### config.mk
export PLATFORM = sky130hd
export DESIGN_NAME = and_unit_arbiter_flat
export DESIGN_NICKNAME = d
export VERILOG_FILES = /design/src/rtl/and_unit_arbiter_pkg.sv /design/src/rtl/and_unit_arbiter_if.sv /design/src/rtl/and_unit_arbiter_and_unit.sv /design/src/rtl/and_unit_arbiter.sv /design/src/flat_wrapper.sv
export SDC_FILE = /design/constraint.sdc
export NUM_CORES = 1
export LEC_CHECK = 0
export BUFFER_PORTS_ARGS = -buffer_cell sky130_fd_sc_hd__buf_4
export CORE_UTILIZATION = 53
export CTS_CLUSTER_DIAMETER = 30
export DETAILED_ROUTE_END_ITERATION = 8
export PLACE_DENSITY = 0.83
export SYNTH_ARGS = -nofsm -noshare
export SYNTH_HDL_FRONTEND = slang
export SYNTH_HIERARCHICAL = 1
export SYNTH_SLANG_ARGS = --single-unit
### constraint.sdc
create_clock -name clk -period 5.7 [get_ports clk]
set_clock_uncertainty 0.1 [all_clocks]
set_input_delay 0.855 -clock clk [delete_from_list [all_inputs] [get_ports clk]]
set_output_delay 0.855 -clock clk [all_outputs]
set_load 0.02 [all_outputs]
### src/rtl/and_unit_arbiter_pkg.sv
// Shared types and helpers for the round-robin AND-unit arbiter.
package and_arb_pkg;

    typedef enum logic {
        EMPTY = 1'b0,
        FULL  = 1'b1
    } slot_state_e;

    // Id width never drops below 1 so a single requester still has a real port.
    function automatic int id_width(input int n);
        return (n <= 1) ? 1 : $clog2(n);
    endfunction

endpackage

### src/rtl/and_unit_arbiter_if.sv
// Requester/response bundle between operand producers and the AND-unit arbiter.
interface and_unit_arbiter_if #(
    parameter int NREQ  = 4,
    parameter int WIDTH = 1,
    parameter int CNT_W = 16
) ();
    localparam int IDW = and_arb_pkg::id_width(NREQ);

    logic [NREQ-1:0]       req_valid;
    logic [NREQ-1:0]       req_ready;
    logic [NREQ*WIDTH-1:0] req_a;
    logic [NREQ*WIDTH-1:0] req_b;
    logic                  rsp_valid;
    logic                  rsp_ready;
    logic [WIDTH-1:0]      rsp_data;
    logic [IDW-1:0]        rsp_id;
    logic [CNT_W-1:0]      ops_done;

    modport master (
        output req_valid, req_a, req_b, rsp_ready,
        input  req_ready, rsp_valid, rsp_data, rsp_id, ops_done
    );

    modport slave (
        input  req_valid, req_a, req_b, rsp_ready,
        output req_ready, rsp_valid, rsp_data, rsp_id, ops_done
    );

endinterface

### src/rtl/and_unit_arbiter_and_unit.sv
// The single shared AND datapath; purely combinational.
module and_unit #(
    parameter int WIDTH = 1
) (
    input  logic [WIDTH-1:0] a_i,
    input  logic [WIDTH-1:0] b_i,
    output logic [WIDTH-1:0] c_o
);
    assign c_o = a_i & b_i;
endmodule

### src/rtl/and_unit_arbiter.sv
// Round-robin arbiter sharing one AND unit among NREQ requesters, with a
// one-entry response slot and a completed-operation counter.
module and_unit_arbiter
    import and_arb_pkg::*;
#(
    parameter int NREQ  = 4,
    parameter int WIDTH = 1,
    parameter int CNT_W = 16
) (
    input logic           clk,
    input logic           rst_n,
    and_unit_arbiter_if.slave bus
);
    localparam int IDW = id_width(NREQ);

    slot_state_e      state_q, state_d;
    logic [IDW-1:0]   ptr_q, ptr_d, id_q, id_d, win_id;
    logic [WIDTH-1:0] data_q, data_d, a_sel, b_sel, and_c;
    logic [CNT_W-1:0] cnt_q, cnt_d;
    logic [NREQ-1:0]  ready;
    logic             win_vld, can_accept, rsp_vld, xfer, drain;
    int               scan;

    // Scan from ptr upward with wrap; first valid requester wins.
    always_comb begin
        win_vld = 1'b0;
        win_id  = '0;
        scan    = 0;
        for (int k = 0; k < NREQ; k++) begin
            scan = int'(ptr_q) + k;
            if (scan >= NREQ) scan = scan - NREQ;
            if (!win_vld && bus.req_valid[IDW'(scan)]) begin
                win_vld = 1'b1;
                win_id  = IDW'(scan);
            end
        end
    end

    always_comb begin
        a_sel = '0;
        b_sel = '0;
        ready = '0;
        for (int i = 0; i < NREQ; i++) begin
            if (win_id == IDW'(i)) begin
                a_sel    = bus.req_a[i*WIDTH +: WIDTH];
                b_sel    = bus.req_b[i*WIDTH +: WIDTH];
                ready[i] = can_accept & win_vld;
            end
        end
    end

    and_unit #(.WIDTH(WIDTH)) u_and (
        .a_i (a_sel),
        .b_i (b_sel),
        .c_o (and_c)
    );

    // Slot FSM: state register
    always_ff @(posedge clk or negedge rst_n) begin
        if (!rst_n) state_q <= EMPTY;
        else        state_q <= state_d;
    end

    // Slot FSM: next state
    always_comb begin
        state_d = state_q;
        if (xfer)                                state_d = FULL;
        else if (state_q == FULL && bus.rsp_ready) state_d = EMPTY;
    end

    // Slot FSM: outputs. rst_n gating keeps req_ready low throughout reset.
    always_comb begin
        rsp_vld    = (state_q == FULL);
        can_accept = rst_n & (~rsp_vld | bus.rsp_ready);
        drain      = rsp_vld & bus.rsp_ready;
    end

    assign xfer   = can_accept & win_vld;
    assign data_d = xfer ? and_c  : data_q;
    assign id_d   = xfer ? win_id : id_q;
    assign ptr_d  = !xfer ? ptr_q :
                    (win_id == IDW'(NREQ - 1)) ? '0 : win_id + IDW'(1);
    assign cnt_d  = cnt_q + CNT_W'(drain);

    always_ff @(posedge clk or negedge rst_n) begin
        if (!rst_n) begin
            data_q <= '0;
            id_q   <= '0;
            ptr_q  <= '0;
            cnt_q  <= '0;
        end else begin
            data_q <= data_d;
            id_q   <= id_d;
            ptr_q  <= ptr_d;
            cnt_q  <= cnt_d;
        end
    end

    assign bus.req_ready = ready;
    assign bus.rsp_valid = rsp_vld;
    assign bus.rsp_data  = data_q;
    assign bus.rsp_id    = id_q;
    assign bus.ops_done  = cnt_q;

endmodule

### src/flat_wrapper.sv
// flat-port wrapper written by rule: the top's interface ports become plain ports
module and_unit_arbiter_flat import and_arb_pkg::*;
#(
    parameter int NREQ  = 4,
    parameter int WIDTH = 1,
    parameter int CNT_W = 16
)
  (clk, rst_n, bus_req_valid, bus_req_a, bus_req_b, bus_rsp_ready, bus_req_ready, bus_rsp_valid, bus_rsp_data, bus_rsp_id, bus_ops_done);
  and_unit_arbiter_if #(.NREQ(NREQ), .WIDTH(WIDTH), .CNT_W(CNT_W)) bus_i ();
  input logic clk;
  input logic rst_n;
  input wire logic [$bits(bus_i.req_valid)-1:0] bus_req_valid;
  input wire logic [$bits(bus_i.req_a)-1:0] bus_req_a;
  input wire logic [$bits(bus_i.req_b)-1:0] bus_req_b;
  input wire logic [$bits(bus_i.rsp_ready)-1:0] bus_rsp_ready;
  output wire logic [$bits(bus_i.req_ready)-1:0] bus_req_ready;
  output wire logic [$bits(bus_i.rsp_valid)-1:0] bus_rsp_valid;
  output wire logic [$bits(bus_i.rsp_data)-1:0] bus_rsp_data;
  output wire logic [$bits(bus_i.rsp_id)-1:0] bus_rsp_id;
  output wire logic [$bits(bus_i.ops_done)-1:0] bus_ops_done;
  assign bus_i.req_valid = bus_req_valid;
  assign bus_i.req_a = bus_req_a;
  assign bus_i.req_b = bus_req_b;
  assign bus_i.rsp_ready = bus_rsp_ready;
  assign bus_req_ready = bus_i.req_ready;
  assign bus_rsp_valid = bus_i.rsp_valid;
  assign bus_rsp_data = bus_i.rsp_data;
  assign bus_rsp_id = bus_i.rsp_id;
  assign bus_ops_done = bus_i.ops_done;
  and_unit_arbiter #(.NREQ(NREQ), .WIDTH(WIDTH), .CNT_W(CNT_W)) u_core (.clk(clk), .rst_n(rst_n), .bus(bus_i));
endmodule
==> impl_results.md <==
* Status: finished, final reports clean
* Starting utilization of the core area at 0.580
* PD cells at 347 nW/um2
* Setup repair after global routing missed its margin: false
* Worst Setup Path Type: in2out
* Hold Crit Class: in2async
* Endpoints failing setup at 0
* Number of synthesized register bits at 22
* Critical path data arrival time at 2370 ps
* Switching portion of total power at 0.369
* Share of final-layout standard cells stronger than drive strength 1 at 0.365
* Total inserted antenna cells at 0
* Startpoint type of the worst setup path: primary input
* Cell area after technology mapping at 1170 um2
* Top area cells in the synthesized netlist: dfrtp_1 47%, xnor2_1 9.0%, ha_1 6.4%
* Number of placed I/O pins at 39
* Hold Slack at 322 ps
* Global-route total usage across every layer at 0.238
* Clock tree from TritonCTS: yes
* Largest net degree at the start of global routing at 24
* Number of distinct library cells after synthesis at 23
* Mean Syn Cell Area at 11.1 um2
* Final setup TNS at 0 ps
* Routed WL at 2.40 mm
* Clock Power Share at 0.155
* Wire length of the first global-routing pass at 4.30 mm
* Sequential Power Share at 0.439
* Die ar. at 2400 um2
* Sequential share of the synthesized area at 0.470
* Reg2Reg Depth at 11
* Routed length per instance at 13.7 um
* Latest clock arrival within the worst-skew pair at 300 ps
* Via count at 905
* Leakage power at 0.000757 uW
* GPL Wtd Cong at 0.832
* Final period demand of the worst path at 3320 ps
* Total of warnings raised by yosys at 6
* Net count, final at 170
* Clock transition at the registers of the reported paths at 110 ps
* Transition time at the pin with the least slew margin at 430 ps
* Total of max-cap violations at 0
* Number of CTS-inserted buffers at 3
* Peak supply drop at 0.249 mV
* Number of antenna violations at the first check in global routing at 0
* Die extent in x at 49.0 um
* Via density per instance at 5.17
* Fraction of power consumed by combinational cells at 0.406
* Type of destination of the critical path: primary output
* Data required time at the worst endpoint at 4740 ps
* Number of DRC violations after detailed-routing iteration 0 at 7
* Floorplan Core Area at 2020 um2
* Count of instances resized after the clock tree is built at 0
* Remaining max-slew budget at the tightest pin at 0.713
* Net Switching at 196 uW
* Buffer levels on the longest clock path at 2
* Hold-fix buffers at CTS at 0
* # DRC at 0
* Largest area contributor in the synthesized netlist: dfrtp_1
* Worst flop-to-flop path endpoint: u_core/bus.rsp_data
* Final Max Tran Viols at 0
* Standard-cell rows at 16
* Count of final hold-check violations at 0
* IO Port Bufs at 38
* Setup slack on the worst flop-to-flop path at 3150 ps
* Number of sinks on the clock net at 22
* Root buffer selected by CTS: clkbuf_4
* Highest clock frequency the design can meet at 301 MHz
* Ratio of final minimum period to clock period at 0.583
* Most frequently used flop master after synthesis: dfrtp_1
* Share of the synthesized area in the top cell type at 0.470
* Critical register-to-register path startpoint: u_core/ptr_q[1]
* Post-route antenna net violation count at 0
* Die height at 49.0 um
* Number of levels the H-tree was split into at 1
* Post-synth EDFFs at 0
* Internal power at 335 uW
* Syn nets at 127
* Critical Path Fanout Max at 5
* Gate count after technology mapping at 106
* DPL Wire Length at 1.89 mm
* Global-route congestion overflow total at 0
* Number of global-route vias before repair at 995
* Layout overhead on the synthesized area at 30.3%
* Setup fix buffers added after clock tree synthesis at 0
* Router iterations before antenna repair at 3
* Proportion of synthesized flip-flops having asynchronous set or reset at 1.00
-- sequential cells by signal, indices dropped and copies added (netlist names) --
signal	cells
u_core/bus.rsp_id	2
u_core/bus.rsp_valid	1
u_core/bus.ops_done	16
u_core/ptr_q	2
u_core/bus.rsp_data	1
-- layout make-up --
| class | count | area [um2] |
|---|---|---|
| Clock buffer | 4 | 36.3 |
| Fill cell | 148 | 494 |
| Inverter | 6 | 22.5 |
| Multi-Input combinational cell | 78 | 599 |
| Sequential cell | 22 | 551 |
| Tap cell | 27 | 33.8 |
| Timing Repair Buffer | 38 | 285 |
-- cell families (layout without fill, tap and decap cells) --
family                     Yosys count  in the layout  synth area share
adders and majority gates            6              6            0.0640
AOI/OAI and AO/OA                   14             14             0.101
buffers and inverters                6             48            0.0192
DFF                                 22             22             0.470
and+or+nand+nor                     37             37             0.164
xor gates and xnor gates            14             14             0.105
muxes                                7              7            0.0768
-- metal layers --
| layer | vias up | track usage | share of wire |
|---|---|---|---|
| met5 | - | 0 | 0 |
| met4 | 0 | 0.0980 | 0.012 |
| met3 | 4 | 0.0623 | 0.053 |
| met2 | 29 | 0.424 | 0.52 |
| met1 | 422 | 0.268 | 0.42 |
| li1 | 450 | - | - |
-- critical path, stage by stage --
cell and delay, ps:
buf_4 130, mux2i_1 160, nor2_1 70, a311oi_2 420, inv_1 120, ha_1 270
and2_2 180, buf_4 150
-- cell usage after synthesis, types with 2 or more instances --
library cell and number:
a21oi_1 4, mux2_4 4, nand3_1 7, nand2_1 12, dfrtp_1 22, mux2i_1 3, inv_1 6, and2_2 4
o21ai_0 6, ha_1 6, xor2_1 2, and3_1 3, nor2_1 3, xnor2_1 12, nand4_1 3, and2_1 2
-- worst max path at each step --
stage,start,endpoint,slack [ps],cells after the start
after floorplan,bus_req_valid[2],bus_req_ready[2],2800,6
after global routing,bus_req_valid[2],bus_req_ready[2],2240,8
after detailed placement,bus_req_valid[2],bus_req_ready[2],2430,8
after CTS,bus_req_valid[2],bus_req_ready[2],2420,8
after global placement,bus_req_valid[0],bus_req_ready[2],2500,8
final,bus_req_valid[2],bus_req_ready[2],2380,8
-- through the flow --
| step | area, um2 | util | cells | worst slack [ps] | power (uW) |
|---|---|---|---|---|---|
| 2_1_floorplan | 1170 | - | 106 | 2800 | 360 |
| 6_report | 1530 | 0.756 | 175 | 2380 | 531 |
| 5_1_grt | 1530 | 0.756 | 175 | 2240 | 564 |
| 3_3_place_gp | 1490 | 0.738 | 171 | 2500 | 440 |
| 4_1_cts | 1530 | 0.756 | 175 | 2420 | 536 |
| 3_5_place_dp | 1490 | 0.738 | 171 | 2430 | 451 |
-- cell usage in the layout, fill, tap and decap left out, types with 2 or more instances in the layout --
| cell type | instances |
|---|---|
| and3_1 | 3 |
| inv_1 | 6 |
| ha_1 | 6 |
| nand3_1 | 7 |
| buf_4 | 38 |
| mux2i_1 | 3 |
| dfrtp_1 | 22 |
| o21ai_0 | 6 |
| and2_2 | 4 |
| xnor2_1 | 12 |
| mux2_4 | 4 |
| xor2_1 | 2 |
| and2_1 | 2 |
| nor2_1 | 3 |
| a21oi_1 | 4 |
| clkbuf_4 | 3 |
| nand4_1 | 3 |
| nand2_1 | 12 |
-- power by group through the flow --
stage | Sequential [uW] | Clock [uW] | Combinational [uW]
after floorplan | 262 | 0 | 98.0
after global placement | 232 | 0 | 208
after detailed placement | 234 | 0 | 216
after CTS | 233 | 86.4 | 217
after global routing | 239 | 92.5 | 233
final | 233 | 82.3 | 215
No activity file was read; power rests on OpenSTA's default activity.
